$ cat src/rtl/gyro_spi_responder.sv
// gyro_spi_responder: SPI mode-3 slave emulating an L3G4200D-style gyro register file,
// with snapshot-coherent burst reads and control-register writes.
module gyro_spi_responder #(
    parameter logic [7:0] WHO_AM_I_VAL  = 8'hD3,
    parameter logic [7:0] CTRL_REG1_RST = 8'h07,
    parameter int         SYNC_STAGES   = 2
) (
    input  logic        clk,
    input  logic        rst,
    input  logic        sclk,
    input  logic        mosi,
    input  logic        ss,
    output logic        miso,
    input  logic [15:0] x_in,
    input  logic [15:0] y_in,
    input  logic [15:0] z_in,
    input  logic [7:0]  temp_in,
    output logic [7:0]  ctrl_reg1,
    output logic [7:0]  ctrl_reg2,
    output logic [7:0]  ctrl_reg3,
    output logic [7:0]  ctrl_reg4,
    output logic [7:0]  ctrl_reg5,
    output logic        wr_strobe,
    output logic [5:0]  wr_addr
);
    typedef enum logic [1:0] {IDLE, CMD, DATA} state_t;

    state_t                 state_q, state_d;
    logic [SYNC_STAGES-1:0] sclk_sync_q, sclk_sync_d, mosi_sync_q, mosi_sync_d, ss_sync_q, ss_sync_d;
    logic                   sclk_prev_q, sclk_prev_d, ss_prev_q, ss_prev_d;
    logic [2:0]             bit_cnt_q, bit_cnt_d;
    logic [7:0]             rx_q, rx_d, tx_q, tx_d;
    logic [5:0]             addr_q, addr_d, wr_addr_q, wr_addr_d;
    logic                   rw_q, rw_d, ms_q, ms_d;
    logic                   miso_q, miso_d, wr_strobe_q, wr_strobe_d;
    logic [55:0]            snap_q, snap_d;
    logic [4:0][7:0]        ctrl_q, ctrl_d;

    logic       sclk_s, mosi_s, ss_s, rise, fall, ss_fall, byte_done, in_ctrl;
    logic [7:0] rx_byte, rd_data;
    logic [5:0] ld_addr;

    assign sclk_s    = sclk_sync_q[SYNC_STAGES-1];
    assign mosi_s    = mosi_sync_q[SYNC_STAGES-1];
    assign ss_s      = ss_sync_q[SYNC_STAGES-1];
    assign rise      = sclk_s & ~sclk_prev_q;
    assign fall      = ~sclk_s & sclk_prev_q;
    assign ss_fall   = ~ss_s & ss_prev_q;
    assign rx_byte   = {rx_q[6:0], mosi_s};
    assign byte_done = rise && (bit_cnt_q == 3'd7);
    assign in_ctrl   = (addr_q >= 6'h20) && (addr_q <= 6'h24);
    // Address whose contents get loaded into the shifter when the current byte completes
    assign ld_addr   = (state_q == CMD) ? rx_byte[5:0] : (ms_q ? addr_q + 6'd1 : addr_q);

    // snap layout: {x[15:0], y[15:0], z[15:0], temp[7:0]}
    always_comb begin
        rd_data = (ld_addr == 6'h0F) ? WHO_AM_I_VAL :
                  (ld_addr >= 6'h20 && ld_addr <= 6'h24) ? ctrl_q[ld_addr[2:0]] :
                  (ld_addr == 6'h26) ? snap_q[7:0] :
                  (ld_addr == 6'h28) ? snap_q[47:40] :
                  (ld_addr == 6'h29) ? snap_q[55:48] :
                  (ld_addr == 6'h2A) ? snap_q[31:24] :
                  (ld_addr == 6'h2B) ? snap_q[39:32] :
                  (ld_addr == 6'h2C) ? snap_q[15:8] :
                  (ld_addr == 6'h2D) ? snap_q[23:16] : 8'h00;
    end

    always_comb begin
        sclk_sync_d = {sclk_sync_q[SYNC_STAGES-2:0], sclk};
        mosi_sync_d = {mosi_sync_q[SYNC_STAGES-2:0], mosi};
        ss_sync_d   = {ss_sync_q[SYNC_STAGES-2:0], ss};
        sclk_prev_d = sclk_s;
        ss_prev_d   = ss_s;
        state_d     = state_q;
        bit_cnt_d   = bit_cnt_q;
        rx_d        = rx_q;
        tx_d        = tx_q;
        addr_d      = addr_q;
        rw_d        = rw_q;
        ms_d        = ms_q;
        miso_d      = miso_q;
        snap_d      = snap_q;
        ctrl_d      = ctrl_q;
        wr_strobe_d = 1'b0;
        wr_addr_d   = wr_addr_q;
        if (ss_fall) begin
            state_d   = CMD;
            bit_cnt_d = 3'd0;
            tx_d      = 8'h00;
            miso_d    = 1'b0;
            snap_d    = {x_in, y_in, z_in, temp_in};
        end else if (ss_s) begin
            // Deselect wins over any simultaneous sclk edge; partial bytes are dropped
            state_d   = IDLE;
            bit_cnt_d = 3'd0;
            miso_d    = 1'b0;
        end else if (state_q != IDLE) begin
            if (rise) begin
                rx_d      = rx_byte;
                bit_cnt_d = bit_cnt_q + 3'd1;
            end
            if (fall && state_q == DATA) begin
                miso_d = tx_q[7];
                tx_d   = {tx_q[6:0], 1'b0};
            end
            if (byte_done && state_q == CMD) begin
                rw_d    = rx_byte[7];
                ms_d    = rx_byte[6];
                addr_d  = rx_byte[5:0];
                state_d = DATA;
                tx_d    = rx_byte[7] ? rd_data : 8'h00;
            end else if (byte_done) begin
                addr_d = ld_addr;
                tx_d   = rw_q ? rd_data : 8'h00;
                if (!rw_q && in_ctrl) begin
                    ctrl_d[addr_q[2:0]] = rx_byte;
                    wr_strobe_d         = 1'b1;
                    wr_addr_d           = addr_q;
                end
            end
        end
    end

    always_ff @(posedge clk or posedge rst) begin
        if (rst) begin
            state_q     <= IDLE;
            sclk_sync_q <= '1;
            mosi_sync_q <= '0;
            ss_sync_q   <= '1;
            sclk_prev_q <= 1'b1;
            ss_prev_q   <= 1'b1;
            bit_cnt_q   <= 3'd0;
            rx_q        <= 8'h00;
            tx_q        <= 8'h00;
            addr_q      <= 6'h00;
            rw_q        <= 1'b0;
            ms_q        <= 1'b0;
            miso_q      <= 1'b0;
            snap_q      <= 56'h0;
            ctrl_q      <= {32'h0, CTRL_REG1_RST};
            wr_strobe_q <= 1'b0;
            wr_addr_q   <= 6'h00;
        end else begin
            state_q     <= state_d;
            sclk_sync_q <= sclk_sync_d;
            mosi_sync_q <= mosi_sync_d;
            ss_sync_q   <= ss_sync_d;
            sclk_prev_q <= sclk_prev_d;
            ss_prev_q   <= ss_prev_d;
            bit_cnt_q   <= bit_cnt_d;
            rx_q        <= rx_d;
            tx_q        <= tx_d;
            addr_q      <= addr_d;
            rw_q        <= rw_d;
            ms_q        <= ms_d;
            miso_q      <= miso_d;
            snap_q      <= snap_d;
            ctrl_q      <= ctrl_d;
            wr_strobe_q <= wr_strobe_d;
            wr_addr_q   <= wr_addr_d;
        end
    end

    assign miso      = miso_q;
    assign ctrl_reg1 = ctrl_q[0];
    assign ctrl_reg2 = ctrl_q[1];
    assign ctrl_reg3 = ctrl_q[2];
    assign ctrl_reg4 = ctrl_q[3];
    assign ctrl_reg5 = ctrl_q[4];
    assign wr_strobe = wr_strobe_q;
    assign wr_addr   = wr_addr_q;
endmodule

$ cat config.mk
export PLATFORM = sky130hd
export DESIGN_NAME = gyro_spi_responder
export DESIGN_NICKNAME = d
export VERILOG_FILES = /design/src/rtl/gyro_spi_responder.sv
export SDC_FILE = /design/constraint.sdc
export NUM_CORES = 1
export LEC_CHECK = 0
export BUFFER_PORTS_ARGS = -buffer_cell sky130_fd_sc_hd__buf_2
export CAP_MARGIN = 5
export CORE_ASPECT_RATIO = 0.5
export CORE_MARGIN = 2
export CORE_UTILIZATION = 45
export DETAILED_ROUTE_END_ITERATION = 16
export GPL_TIMING_DRIVEN = 0
export PLACE_DENSITY = 0.75
export SLEW_MARGIN = 15
export SYNTH_ARGS = -nofsm -noshare
export SYNTH_HDL_FRONTEND = slang
export SYNTH_SLANG_ARGS = --single-unit
$ cat constraint.sdc
create_clock -name clk -period 5.2 [get_ports clk]
set_clock_uncertainty 0.2 [all_clocks]
set_input_delay 0.52 -clock clk [delete_from_list [all_inputs] [get_ports clk]]
set_output_delay 0.52 -clock clk [all_outputs]
set_load 0.01 [all_outputs]
Yosys cells after proc, flatten, opt, wreduce, memory -nomap -nowiden. Cells that the tools add are included.

Input bits: 61. Word-level logic and storage cells: 118. Output and inout port bits: 48. Bits in registers: 140.

Bitwise logic cells: 8. Equal/unequal tests: 12. Add/subtract/negate cells: 2. Reduce and logical (&&, ||, !) cells: 24. Mux-type cells: 44. Magnitude comparators: 7.

Operator list (count): $mux 8 (19); $eq 6x6->1 const B (7); $bwmux 40 (1); $bmux 8 s3 (1); $demux 8 s3 (1); $mux 6 (4); $ge 6x6->1 const B (2); $le 6x6->1 const B (2); $mux 3 (4); $reduce_and 4->1 (3); $reduce_bool 3->1 (4); $mux 1 (10); $lt 3x4->1 const B (2); $mux 2 (4); $logic_and 1x1->1 (7); $add 6x1->6 const B (1); $eq 6x4->1 const B (1); $reduce_and 2->1 (3); $reduce_and 6->1 (1); $reduce_bool 2->1 (3); $not 1->1 (5); $reduce_bool 4->1 (1); $add 3x1->3 const B (1); $and 1x1->1 (3); other kinds (7) (7).

Depth between registers and ports, before layout. Gate-level depths: netlist of run 1.

Depth after elaboration: 19. Gate-level depth with buffers: 12. Gate-level depth less buffers: 9.

Worst setup path after synthesis of run 1. OpenSTA, ideal clock, no wires.

Kind: flip-flop to flip-flop. Start point: register addr_q[0]. End point: register tx_q[0]. Cell stages (with the launch flop): 10. Buffers on the path: 1. Setup time: 0.136 ns. Slack: 2.442 ns. Required time: 4.864 ns. Period minus slack after synthesis: 2.758 ns. Arrival time: 2.422 ns. Path through: dfrtp_1 -> buf_4 -> clkinv_1 -> ha_1 -> mux2_2 -> mux2i_4 -> mux4_2 -> a32oi_1 -> a31o_1 -> a41oi_2.

Cells in the longest elaborated chain, start to end: 19. Elaborated cells between the ends (all ways): 32. Those cells by class: add/sub: 1; order compare: 2; eq/ne: 8; mux: 20; reduce/logical: 1.

RTL lines: start, declared (line 33) `logic [5:0] addr_q, addr_d, wr_addr_q, wr_addr_d;`; start signal, assigned (line 153) `addr_q <= addr_d;`; $add 6x1->6 (line 53) `assign ld_addr = (state_q == CMD) ? rx_byte[5:0] : (ms_q ? addr_q + 6'd1 : addr_q);`; $mux 6 * (2 in series) (line 53); $eq 6x6->1 (line 65) `(ld_addr == 6'h2D) ? snap_q[23:16] : 8'h00;`; $mux 8 (line 65); $mux 8 (line 64) `(ld_addr == 6'h2C) ? snap_q[15:8] :`; $mux 8 (line 63) `(ld_addr == 6'h2B) ? snap_q[39:32] :`; $mux 8 (line 62) `(ld_addr == 6'h2A) ? snap_q[31:24] :`; $mux 8 (line 61) `(ld_addr == 6'h29) ? snap_q[55:48] :`; [... 2 more ...]; $mux 8 (line 58) `(ld_addr >= 6'h20 && ld_addr <= 6'h24) ? ctrl_q[ld_addr[2:0]] :`; $mux 8 * (line 57) `rd_data = (ld_addr == 6'h0F) ? WHO_AM_I_VAL :`; $mux 8 (line 114) `tx_d = rw_q ? rd_data : 8'h00;`; $mux 8 (line 112) `end else if (byte_done) begin`; $mux 8 * (line 106) `if (byte_done && state_q == CMD) begin`; $mux 8 * (line 97) `end else if (state_q != IDLE) begin`; $mux 8 * (line 92) `end else if (ss_s) begin`; $mux 8 * (line 86) `if (ss_fall) begin`; end signal, assigned (line 152) `tx_q <= tx_d;`; end, declared (line 32) `logic [7:0] rx_q, rx_d, tx_q, tx_d;`.

Every way passes the cells marked *; elsewhere a longest branch is shown, timed or not. The select of a mux whose other input is x is not followed. A chain may end at the register's enable or synchronous reset.

Worst setup path in the final report of run 1.
Start point: register addr_q[0]. End point: register tx_q[1].

The elaborated chain is that of the path after synthesis.

==> results.yml, run 1 <==
finish:
  multi_input_area_um2: 3140
  area_delta_synth_final_pct: 22.2
  diodes: 0
  final_core_util: 0.572
  nNetsFinal: 756
  seqCellArea_um2: 3510
  fillers: 1218
  drive_gt1_frac: 0.438
pwr:
  powerDensity_nw_per_um2: 335
  p_comb_frac: 0.084
  power.switching_w: 0.000657
  swShare: 0.233
  p_int_w: 0.00216
  p_clk_frac: 0.485
  p_leak_nw: 3.92
  seq_power_share: 0.431
  peakVddDrop_mv: 0.272
placed_design:
  io_buffer_count: 108
  globalplace.congestion: 0.931
  dp_hpwl_um: 13000
timing:
  post-route-min-period_ns: 3.50
  worst_pin_slew_ns: 0.873
  fin_crit_sh: 0.672
  fmax_ghz: 0.286
  setup_viol: 0
  whs_ns: 0.120
  timing_hold_violations_final: 0
  rsz0062_at_grt: "false"
  slew_headroom: 0.412
  drv_slew: 0
logic_synthesis:
  synth_seq_area_share: 0.511
  syn-num-nets: 624
  muxShareOfSynthArea: 0.224
  synth_area_leader_cell: "dfrtp_1"
  synth_area_leaders: "dfrtp_1 48%, mux2_2 18%, dfstp_2 3.4%"
  syn_area_per_cell_um2: 12.3
  synth_commonest_cells: "131 x dfrtp_1, 111 x mux2_2, 38 x nand2_1"
  yosys_warnings: 0
  synth_compound_area_frac: 0.124
  syn-instance-count: 559
  yosysMostFrequentCell: "dfrtp_1"
  synthArstFlopShare: 1.00
  synth_xor_area_frac: 0.00509
  synth_fa_ha_area_frac: 0.00727
  synth_ff_type: "dfrtp_1"
  syn-cell-area_um2: 6880
  synth_cell_types: 71
  ys_ff_latch: 140
  synth_enable_flop_cells: 0
  netlist.area_leader.share: 0.476
  synth_simple_gate_area_frac: 0.0955
  synth_top_family_by_area: "multiplexers"
critical_path:
  rr_startpoint: "addr_q[0]$_DFFE_PP0P_"
  r2r-end: "tx_q[1]$_DFFE_PP0P_"
  cp_slowest_cell: "ha_1"
  startpoint: "addr_q[0]$_DFFE_PP0P_"
  critical-path-max-stage-delay_ns: 0.37
  end_kind: "flip-flop"
  rrSetupSlack_ns: 1.70
  setup.worst_path.end: "tx_q[1]$_DFFE_PP0P_"
  crit_buf_inv: 4
  cp_max_fo: 10
  critPathKind: "flip-flop to flip-flop"
  reg2reg_depth: 11
  crit_family: "buffers and inverters"
  worstSetupStartpointType: "flip-flop"
  path_cells: "buf_4, clkinv_1, ha_1, mux2_2, mux2_2, buf_2, clkbuf_1, a22oi_1, a32oi_1, o22ai_1, a21oi_1"
  crit_top_cell: "mux2_2"
  critical_path_cell_count: 11
  required_ns: 5.29
  worstPathArrival_ns: 3.59
floorplan:
  coreArea_um2: 14700
  ios: 109
  initial_utilization: 0.468
  die_area_um2: 16400
  die_h_um: 91.4
  rows: 31
  die_x_um: 179
global_route:
  grt_max_degree: 83
  grt_pass1_wl_um: 28600
  overflow: 0
  grt_usage: 0.230
  antenna_found_initial: 0
  grt_pass1_vias: 5225
clocking:
  cts.sinks: 140
  worstSkewPairLatency_ns: 0.43
  cts.path.max_buffers: 2
  post_cts_resized: 0
  cts.htree.levels: 4
  cts_buffers: 17
  clkSlewWorstSetupHoldPaths_ns: 0.06
  cts-root-buf: "clkbuf_16"
  tritoncts: "built"
  post-cts-setup-buffers: 0
  cts_hold_buf: 4
detailed_routing:
  dr.pass1.iters: 7
  wl_um: 17900
  viasPerCell: 5.90
  drt-initial-drc-count: 516
  dr_total_vias: 5320
  drc: 0
  routedWlPerCell_um: 19.9
  ant_nets: 0
run_status:
  run_status: "finished, final reports clean"
job:
  cap_violations: 0
hold_path:
  hold_path_class: "input port to flip-flop"
## power groups by stage
stage          clock [W]  sequential (W)  combinational [W]
6_report         0.00136         0.00121           0.000237
5_1_grt          0.00143         0.00122           0.000259
4_1_cts          0.00138         0.00121           0.000237
3_5_place_dp           0         0.00123           0.000233
3_3_place_gp           0         0.00123           0.000222
2_1_floorplan          0         0.00121           0.000163
## state kept, by name, indices dropped and copies added, names as in the netlist, 2 cells and up
signal,cells
sclk_sync_q,2
wr_addr,6
ctrl_reg2,8
ctrl_reg4,8
mosi_sync_q,2
snap_q,56
ctrl_reg3,8
ctrl_reg5,8
rx_q,7
bit_cnt_q,3
ctrl_reg1,8
tx_q,8
addr_q,6
ss_sync_q,2
state_q,2
## routing by layer
layer  global-route usage  up-vias  routed length [um]
li1                     -     2364                   -
met1                0.342     2660                8140
met2                0.338      265                8030
met3               0.0410       31                1460
met4               0.0766        0                 289
met5                    0        -                   0
## layout by cell type, fill, tap and decap left out, types with 7 or more instances in the layout
cell type / synthesis / routed
o21ai_0: 16 / 16
nand3_1: 12 / 12
o22ai_1: 7 / 7
mux2_2: 111 / 111
dfrtp_1: 131 / 131
mux2i_1: 12 / 12
and2_1: 7 / 7
nand2_1: 38 / 38
dfstp_2: 9 / 9
nor2_1: 26 / 26
buf_2: 10 / 118
clkbuf_1: 16 / 16
a21oi_1: 24 / 24
a32oi_1: 7 / 7
clkbuf_16: 0 / 17
## cell type report
| type | count | share of cell area |
|---|---|---|
| Sequential cell | 140 | 0.418 |
| Tap cell | 198 | 0.0295 |
| Multi-Input combinational cell | 375 | 0.373 |
| Buffer | 37 | 0.0242 |
| Timing Repair Buffer | 113 | 0.0723 |
| Clock inverter | 13 | 0.0253 |
| Clock buffer | 19 | 0.0539 |
| Inverter | 7 | 0.00402 |
## kinds of logic (layout without fill, tap and decap cells)
family | after synthesis | after routing
muxes | 132 | 132
xor gates and xnor gates | 4 | 4
buffers and inverters | 44 | 189
DFF | 140 | 140
AOI/OAI and AO/OA | 118 | 118
adders and majority gates | 4 | 4
and+or+nand+nor | 117 | 117
## through the flow
stage	instances	area (um^2)	TNS, ns	total power [W]	setup slack, ns
3_5_place_dp	866	7700	0	0.00146	1.81
6_report	902	8410	0	0.00281	1.70
4_1_cts	902	8410	0	0.00283	1.79
3_3_place_gp	865	7670	-96.20	0.00145	-0.750
5_1_grt	902	8410	0	0.00291	1.62
2_1_floorplan	559	6880	0	0.00137	0.742
## worst min path at each step
stage	startpoint	endpoint	slack [ns]	cells past startpoint
3_5_place_dp	mosi_sync_q[0]$_DFF_PP0_	mosi_sync_q[1]$_DFF_PP0_	0.14	0
5_1_grt	y_in[14]	snap_q[38]$_DFFE_PP0P_	0.12	2
4_1_cts	temp_in[4]	snap_q[4]$_DFFE_PP0P_	0.11	2
6_report	temp_in[4]	snap_q[4]$_DFFE_PP0P_	0.12	2
2_1_floorplan	mosi_sync_q[0]$_DFF_PP0_	mosi_sync_q[1]$_DFF_PP0_	0.13	0
3_3_place_gp	mosi_sync_q[0]$_DFF_PP0_	mosi_sync_q[1]$_DFF_PP0_	0.13	0
Note: power is estimated with default switching activity, not from simulation.
==> inputs of run 2 (changes only) <==
--- a/config.mk
+++ b/config.mk
@@ -5,6 +5,7 @@
 export SDC_FILE = /design/constraint.sdc
 export NUM_CORES = 1
 export LEC_CHECK = 0
+export ABC_AREA = 1
 export BUFFER_PORTS_ARGS = -buffer_cell sky130_fd_sc_hd__buf_2
 export CAP_MARGIN = 5
 export CORE_ASPECT_RATIO = 0.5
==> constraint.sdc (replaced) <==
create_clock -name clk -period 3.3 [get_ports clk]
set_clock_uncertainty 0.2 [all_clocks]
set_input_delay 0.33 -clock clk [delete_from_list [all_inputs] [get_ports clk]]
set_output_delay 0.33 -clock clk [all_outputs]
set_load 0.01 [all_outputs]
==> run 2 against run 1 <==
Against the previous run:
- sequential cell count did not move
- design area rose by 4.2%
- clock-buffer cell count rose by 1
- combinational power rose by 85%
- critical path depth rose by 4
- routed wire length rose by 8.9%
- fmax rose by 19%
- synthesized area fell by 2.7%
- non-clock buffer count rose by 47
- largest cell class unchanged
- clock power rose by 49%
- die area fell by 2.6%
- critical path type unchanged
- register-to-register slack got worse by 1.3 ns
==> results.yml, run 2 <==
pwr:
  peakVddDrop_mv: 0.387
  powerDensity_nw_per_um2: 497
  p_leak_nw: 4.49
detailed_routing:
  wl_um: 19500
  routedWlPerCell_um: 15.9
  dr.pass1.iters: 7
  viasPerCell: 5.26
  dr_total_vias: 6463
  drc: 0
  ant_nets: 0
  drt-initial-drc-count: 654
logic_synthesis:
  yosys_warnings: 0
  ys_ff_latch: 140
  syn-instance-count: 827
  synth_ff_type: "dfrtp_1"
  syn-num-nets: 892
  netlist.area_leader.share: 0.490
  synth_commonest_cells: "363 x nand2_1, 131 x dfrtp_1, 72 x o21ai_0"
  yosysMostFrequentCell: "nand2_1"
  synthArstFlopShare: 1.00
  synth_cell_types: 38
  synth_seq_area_share: 0.525
  syn-cell-area_um2: 6690
  syn_area_per_cell_um2: 8.09
  synth_area_leaders: "dfrtp_1 49%, nand2_1 20%, o21ai_0 5.4%"
  synth_enable_flop_cells: 0
  synth_area_leader_cell: "dfrtp_1"
critical_path:
  critical-path-max-stage-delay_ns: 0.42
  reg2reg_depth: 15
  worstSetupStartpointType: "flip-flop"
  critPathKind: "flip-flop to flip-flop"
  path_cells: "inv_1, ha_1, nand2_1, nand2_1, a21oi_4, nand2_2, nor2_8, nand2_4, nor2_1, o21bai_2, nand4_1, nand2_1, nand2_1, nand3_1, nand2_1"
  crit_top_cell: "nand2_1"
  cp_max_fo: 10
  worstPathArrival_ns: 3.04
  end_kind: "flip-flop"
  cp_slowest_cell: "dfrtp_1"
  required_ns: 3.41
clocking:
  worstSkewPairLatency_ns: 0.43
  cts-root-buf: "clkbuf_16"
  tritoncts: "built"
  cts.sinks: 140
  clkSlewWorstSetupHoldPaths_ns: 0.06
  cts.htree.levels: 4
  cts_buffers: 17
  post-cts-setup-buffers: 0
  cts.path.max_buffers: 2
global_route:
  grt_pass1_vias: 6268
  overflow: 0
  antenna_found_initial: 0
  grt_usage: 0.254
  grt_pass1_wl_um: 31700
  grt_max_degree: 38
timing:
  fmax_ghz: 0.342
  rsz0062_at_grt: "false"
  fin_tns_setup_ns: 0
  fin_crit_sh: 0.887
  slew_headroom: 0.294
  drv_slew: 0
  worst_pin_slew_ns: 1.05
  whs_ns: 0.156
  post-route-min-period_ns: 2.93
  timing_hold_violations_final: 0
  setup_viol: 0
job:
  cap_violations: 0
finish:
  nNetsFinal: 1082
  fillers: 1225
  drive_gt1_frac: 0.210
  largest_reg_flops: 56
  final_common_cell: "nand2_1"
  top_register: "snap_q"
  diodes: 0
  final_cell_mix: "363 x nand2_1, 131 x dfrtp_1, 112 x buf_2"
  seqCellArea_um2: 3510
  area_delta_synth_final_pct: 31.0
  multi_input_area_um2: 2860
floorplan:
  die_area_um2: 15900
  ios: 109
  initial_utilization: 0.461
  coreArea_um2: 14500
  die_x_um: 176
  rows: 31
  die_h_um: 90.2
placed_design:
  dp_hpwl_um: 13200
  io_buffer_count: 108
  globalplace.congestion: 0.890
hold_path:
  hold_path_class: "flip-flop to flip-flop"
  whs_path_depth: 0
run_status:
  run_status: "finished, final reports clean"
==> run 2: final timing paths <==
path,from,end,slack [ns]
max,addr_q[0]$_DFFE_PP0P_,tx_q[7]$_DFFE_PP0P_,0.37
min,ss_sync_q[0]$_DFF_PP1_,ss_sync_q[1]$_DFF_PP1_,0.16
max reg2reg,addr_q[0]$_DFFE_PP0P_,tx_q[7]$_DFFE_PP0P_,0.37
min reg2reg,ss_sync_q[0]$_DFF_PP1_,ss_sync_q[1]$_DFF_PP1_,0.16
max in group asynchronous,rst,sclk_prev_q$_DFF_PP1_,1.54
min in group asynchronous,rst,snap_q[12]$_DFFE_PP0P_,0.39
==> run 2: cells by family after synthesis <==
logic type / count (synthesis) / share of synthesized area
AOI/OAI and AO/OA: 110 / 0.0961
adders and majority gates: 4 / 0.00748
buffers and inverters: 77 / 0.0484
DFF: 140 / 0.525
and+or+nand+nor: 496 / 0.323
==> run 2: layout make-up <==
cell class                      count  area share
Clock inverter                     12      0.0197
Sequential cell                   140       0.401
Tap cell                          198      0.0283
Clock buffer                       20      0.0510
Inverter                           51      0.0223
Multi-Input combinational cell    610       0.326
Timing Repair Buffer              171       0.137
Buffer                             26      0.0151
==> run 2: what timing repair did <==
action / CTS / global route
gates resized for setup: 0 / 0
endpoints found under the setup margin: 0 / 0
hold buffers: 60 / 0
hold endpoints to repair: 91 / 0
==> run 2: per-layer routing <==
metal,GRT usage,share of wire
met5,0,0
met4,0.0895,0.024
met3,0.0427,0.065
met2,0.411,0.48
met1,0.348,0.44
==> run 2: worst max-delay path: cells and delay by family, from the launching register on <==
| kind | cells | cell delay, ns |
|---|---|---|
| fa+ha+maj | 1 | 0.32 |
| compound gates | 2 | 0.39 |
| simple gates | 11 | 1.34 |
| buf+inv | 1 | 0.15 |
| flops | 1 | 0.42 |
==> run 2: power breakdown <==
part / switching, W / total [W] / internal (W) / leakage [nW]
clock: 0.000748 / 0.00203 / 0.00128 / 0.300
sequential: 0.0000697 / 0.00189 / 0.00182 / 1.82
combinational: 0.000272 / 0.000439 / 0.000167 / 2.36
total: 0.00109 / 0.00436 / 0.00327 / 4.49
==> run 2: stage by stage <==
stage,total power (W),worst slack (ns),instances,utilization,instance area [um^2]
2_1_floorplan,0.00214,0.908,827,-,6700
3_3_place_gp,0.00227,0.205,1133,0.516,7490
3_5_place_dp,0.00229,0.434,1136,0.520,7550
4_1_cts,0.00436,0.425,1228,0.604,8770
5_1_grt,0.00450,0.151,1228,0.604,8770
6_report,0.00436,0.373,1228,0.604,8770
==> inputs of run 3 (changes only) <==
==> constraint.sdc (replaced) <==
create_clock -name clk -period 3.08 [get_ports clk]
set_clock_uncertainty 0.2 [all_clocks]
set_input_delay 0.308 -clock clk [delete_from_list [all_inputs] [get_ports clk]]
set_output_delay 0.308 -clock clk [all_outputs]
set_load 0.01 [all_outputs]
==> run 3 against run 2 <==
Against the previous run:
- largest cell class unchanged
- final cell count up 0.16%
- critical path depth stayed put
- worst setup slack got worse by 0.19 ns
- clock-buffer cell count stayed put
- via count rose by 0.26%
- clock power grew 7%
- highest routed layer unchanged
==> results.yml, run 3 (synthesized netlist as in run 2, its figures left out) <==
run_status:
  run_status: "finished, final reports clean"
pwr:
  powerDensity_nw_per_um2: 531
  p_total_w: 0.00467
  p_comb_frac: 0.102
  p_clk_frac: 0.464
  swShare: 0.250
  seq_power_share: 0.434
  p_int_w: 0.00351
  peakVddDrop_mv: 0.411
  p_leak_nw: 4.50
  power.switching_w: 0.00117
timing:
  slew_headroom: 0.301
  fin_tns_setup_ns: 0
  setup_viol: 0
  timing_hold_violations_final: 0
  whs_ns: 0.157
  drv_slew: 0
  worst_pin_slew_ns: 1.04
  post-route-min-period_ns: 2.90
  fmax_ghz: 0.345
  fin_crit_sh: 0.941
critical_path:
  crit_family: "simple AND/OR/NAND/NOR gates"
  reg2reg_depth: 15
  critical-path-max-stage-delay_ns: 0.43
  worstSetupStartpointType: "flip-flop"
  required_ns: 3.24
  path_cells: "inv_1, ha_1, nand2_1, nand2_1, a21oi_4, nand2_4, nor2_1, nand2_1, nand2_1, a21oi_2, nand4_1, nand2_1, nand2_1, nand3_1, nand2_1"
  r2r-end: "tx_q[7]$_DFFE_PP0P_"
  critPathKind: "flip-flop to flip-flop"
  worstPathArrival_ns: 3.06
  cp_slowest_cell: "dfrtp_2"
  cp_max_fo: 7
  rr_startpoint: "addr_q[0]$_DFFE_PP0P_"
  crit_buf_inv: 1
  end_kind: "flip-flop"
  rrSetupSlack_ns: 0.18
  crit_top_cell: "nand2_1"
floorplan:
  die_h_um: 90.2
  die_area_um2: 15900
  die_x_um: 176
  ios: 109
  initial_utilization: 0.461
  rows: 31
  coreArea_um2: 14500
clocking:
  cts.sinks: 140
  cts.path.max_buffers: 2
  cts_buffers: 17
  cts-root-buf: "clkbuf_16"
  clkSlewWorstSetupHoldPaths_ns: 0.06
  tritoncts: "built"
  worstSkewPairLatency_ns: 0.42
  cts.htree.levels: 4
hold_path:
  worstHoldStart: "ss_sync_q[0]$_DFF_PP1_"
  whs_endpoint: "ss_sync_q[1]$_DFF_PP1_"
  whs_path_depth: 0
  hold_path_class: "flip-flop to flip-flop"
global_route:
  grt_max_degree: 38
  grt_pass1_vias: 6268
  antenna_found_initial: 0
  grt_pass1_wl_um: 31700
  grt_usage: 0.254
  overflow: 0
detailed_routing:
  routedWlPerCell_um: 15.9
  dr.pass1.iters: 6
  ant_nets: 0
  wl_um: 19600
  viasPerCell: 5.27
  drc: 0
  drt-initial-drc-count: 639
  dr_total_vias: 6480
finish:
  top_register: "snap_q"
  final_common_cell: "nand2_1"
  area_delta_synth_final_pct: 31.5
  nNetsFinal: 1084
  final_cell_mix: "363 x nand2_1, 130 x dfrtp_1, 112 x buf_2"
  fillers: 1218
  largest_reg_flops: 56
  drive_gt1_frac: 0.214
  diodes: 0
placed_design:
  dp_hpwl_um: 13200
  io_buffer_count: 108
  globalplace.congestion: 0.890
job:
  cap_violations: 0
## run 3: cell types whose count changed in the layout (fill, tap and decap cells not counted)
cell and delta:
nand2_2 -1, o311ai_2 +1, dfrtp_1 -1, nor2_2 -1, nand2_4 +1, clkbuf_1 -1, clkbuf_2 +1, buf_4 +2
o311ai_1 -1, nor2_4 +1, dfrtp_2 +1
## run 3: final cells by class
class,instances,area [um^2],share of cell area
sequential,140,3520,0.399
multi-input combinational,610,2870,0.326
timing repair buffer,173,1220,0.138
clock buffer,20,447,0.0508
tap,198,248,0.0281
inverter,51,195,0.0222
clock inverter,12,173,0.0196
buffer,26,134,0.0152
## run 3: metrics by stage
step	std cells	area [um^2]	utilization	worst slack, ns
final	1230	8800	0.607	0.180
after floorplan	827	6700	-	0.688
after global placement	1133	7490	0.516	0.00747
after CTS	1228	8770	0.604	0.205
after global routing	1230	8800	0.607	-0.00141
after detailed placement	1136	7550	0.520	0.214
## run 3: timing repair
| item | 4_1_cts | 5_1_grt |
|---|---|---|
| gates resized for setup | 0 | 6 |
| endpoints found under the hold margin | 91 | 0 |
| hold buffers | 60 | 0 |
| setup endpoints to repair | 0 | 10 |
| setup buffers | 0 | 2 |
## run 3: worst max-delay path by stage
stage                                startpoint             endpoint  slack, ns  cells past startpoint
after CTS                 addr_q[0]$_DFFE_PP0P_  tx_q[7]$_DFFE_PP0P_       0.21                     15
after floorplan           addr_q[0]$_DFFE_PP0P_  tx_q[4]$_DFFE_PP0P_       0.69                     15
after global placement                      rst  wr_strobe$_DFF_PP0_      0.007                      2
final                     addr_q[0]$_DFFE_PP0P_  tx_q[7]$_DFFE_PP0P_       0.18                     15
after detailed placement  addr_q[0]$_DFFE_PP0P_  tx_q[7]$_DFFE_PP0P_       0.21                     15
after global routing      addr_q[0]$_DFFE_PP0P_  tx_q[7]$_DFFE_PP0P_     -0.001                     15
## run 3: power groups by stage
stage / logic [W] / clock network [W] / registers (W)
floorplan: 0.000267 / 0 / 0.00203
global placement: 0.000378 / 0 / 0.00205
detailed placement: 0.000398 / 0 / 0.00205
CTS: 0.000462 / 0.00218 / 0.00202
global route: 0.000530 / 0.00227 / 0.00204
finish: 0.000477 / 0.00217 / 0.00203
## run 3: layer usage
metal  part of all wire  GRT usage
met5                  0          0
met4              0.019     0.0895
met3              0.057     0.0427
met2               0.48      0.411
met1               0.44      0.348
## run 3: worst register-to-register path: stages, from the launching register on
cell	delay, ns
dfrtp_2	0.43
inv_1	0.18
ha_1	0.26
nand2_1	0.07
nand2_1	0.11
a21oi_4	0.28
nand2_4	0.13
nor2_1	0.40
nand2_1	0.11
nand2_1	0.12
a21oi_2	0.06
nand4_1	0.16
nand2_1	0.08
nand2_1	0.08
nand3_1	0.07
nand2_1	0.08
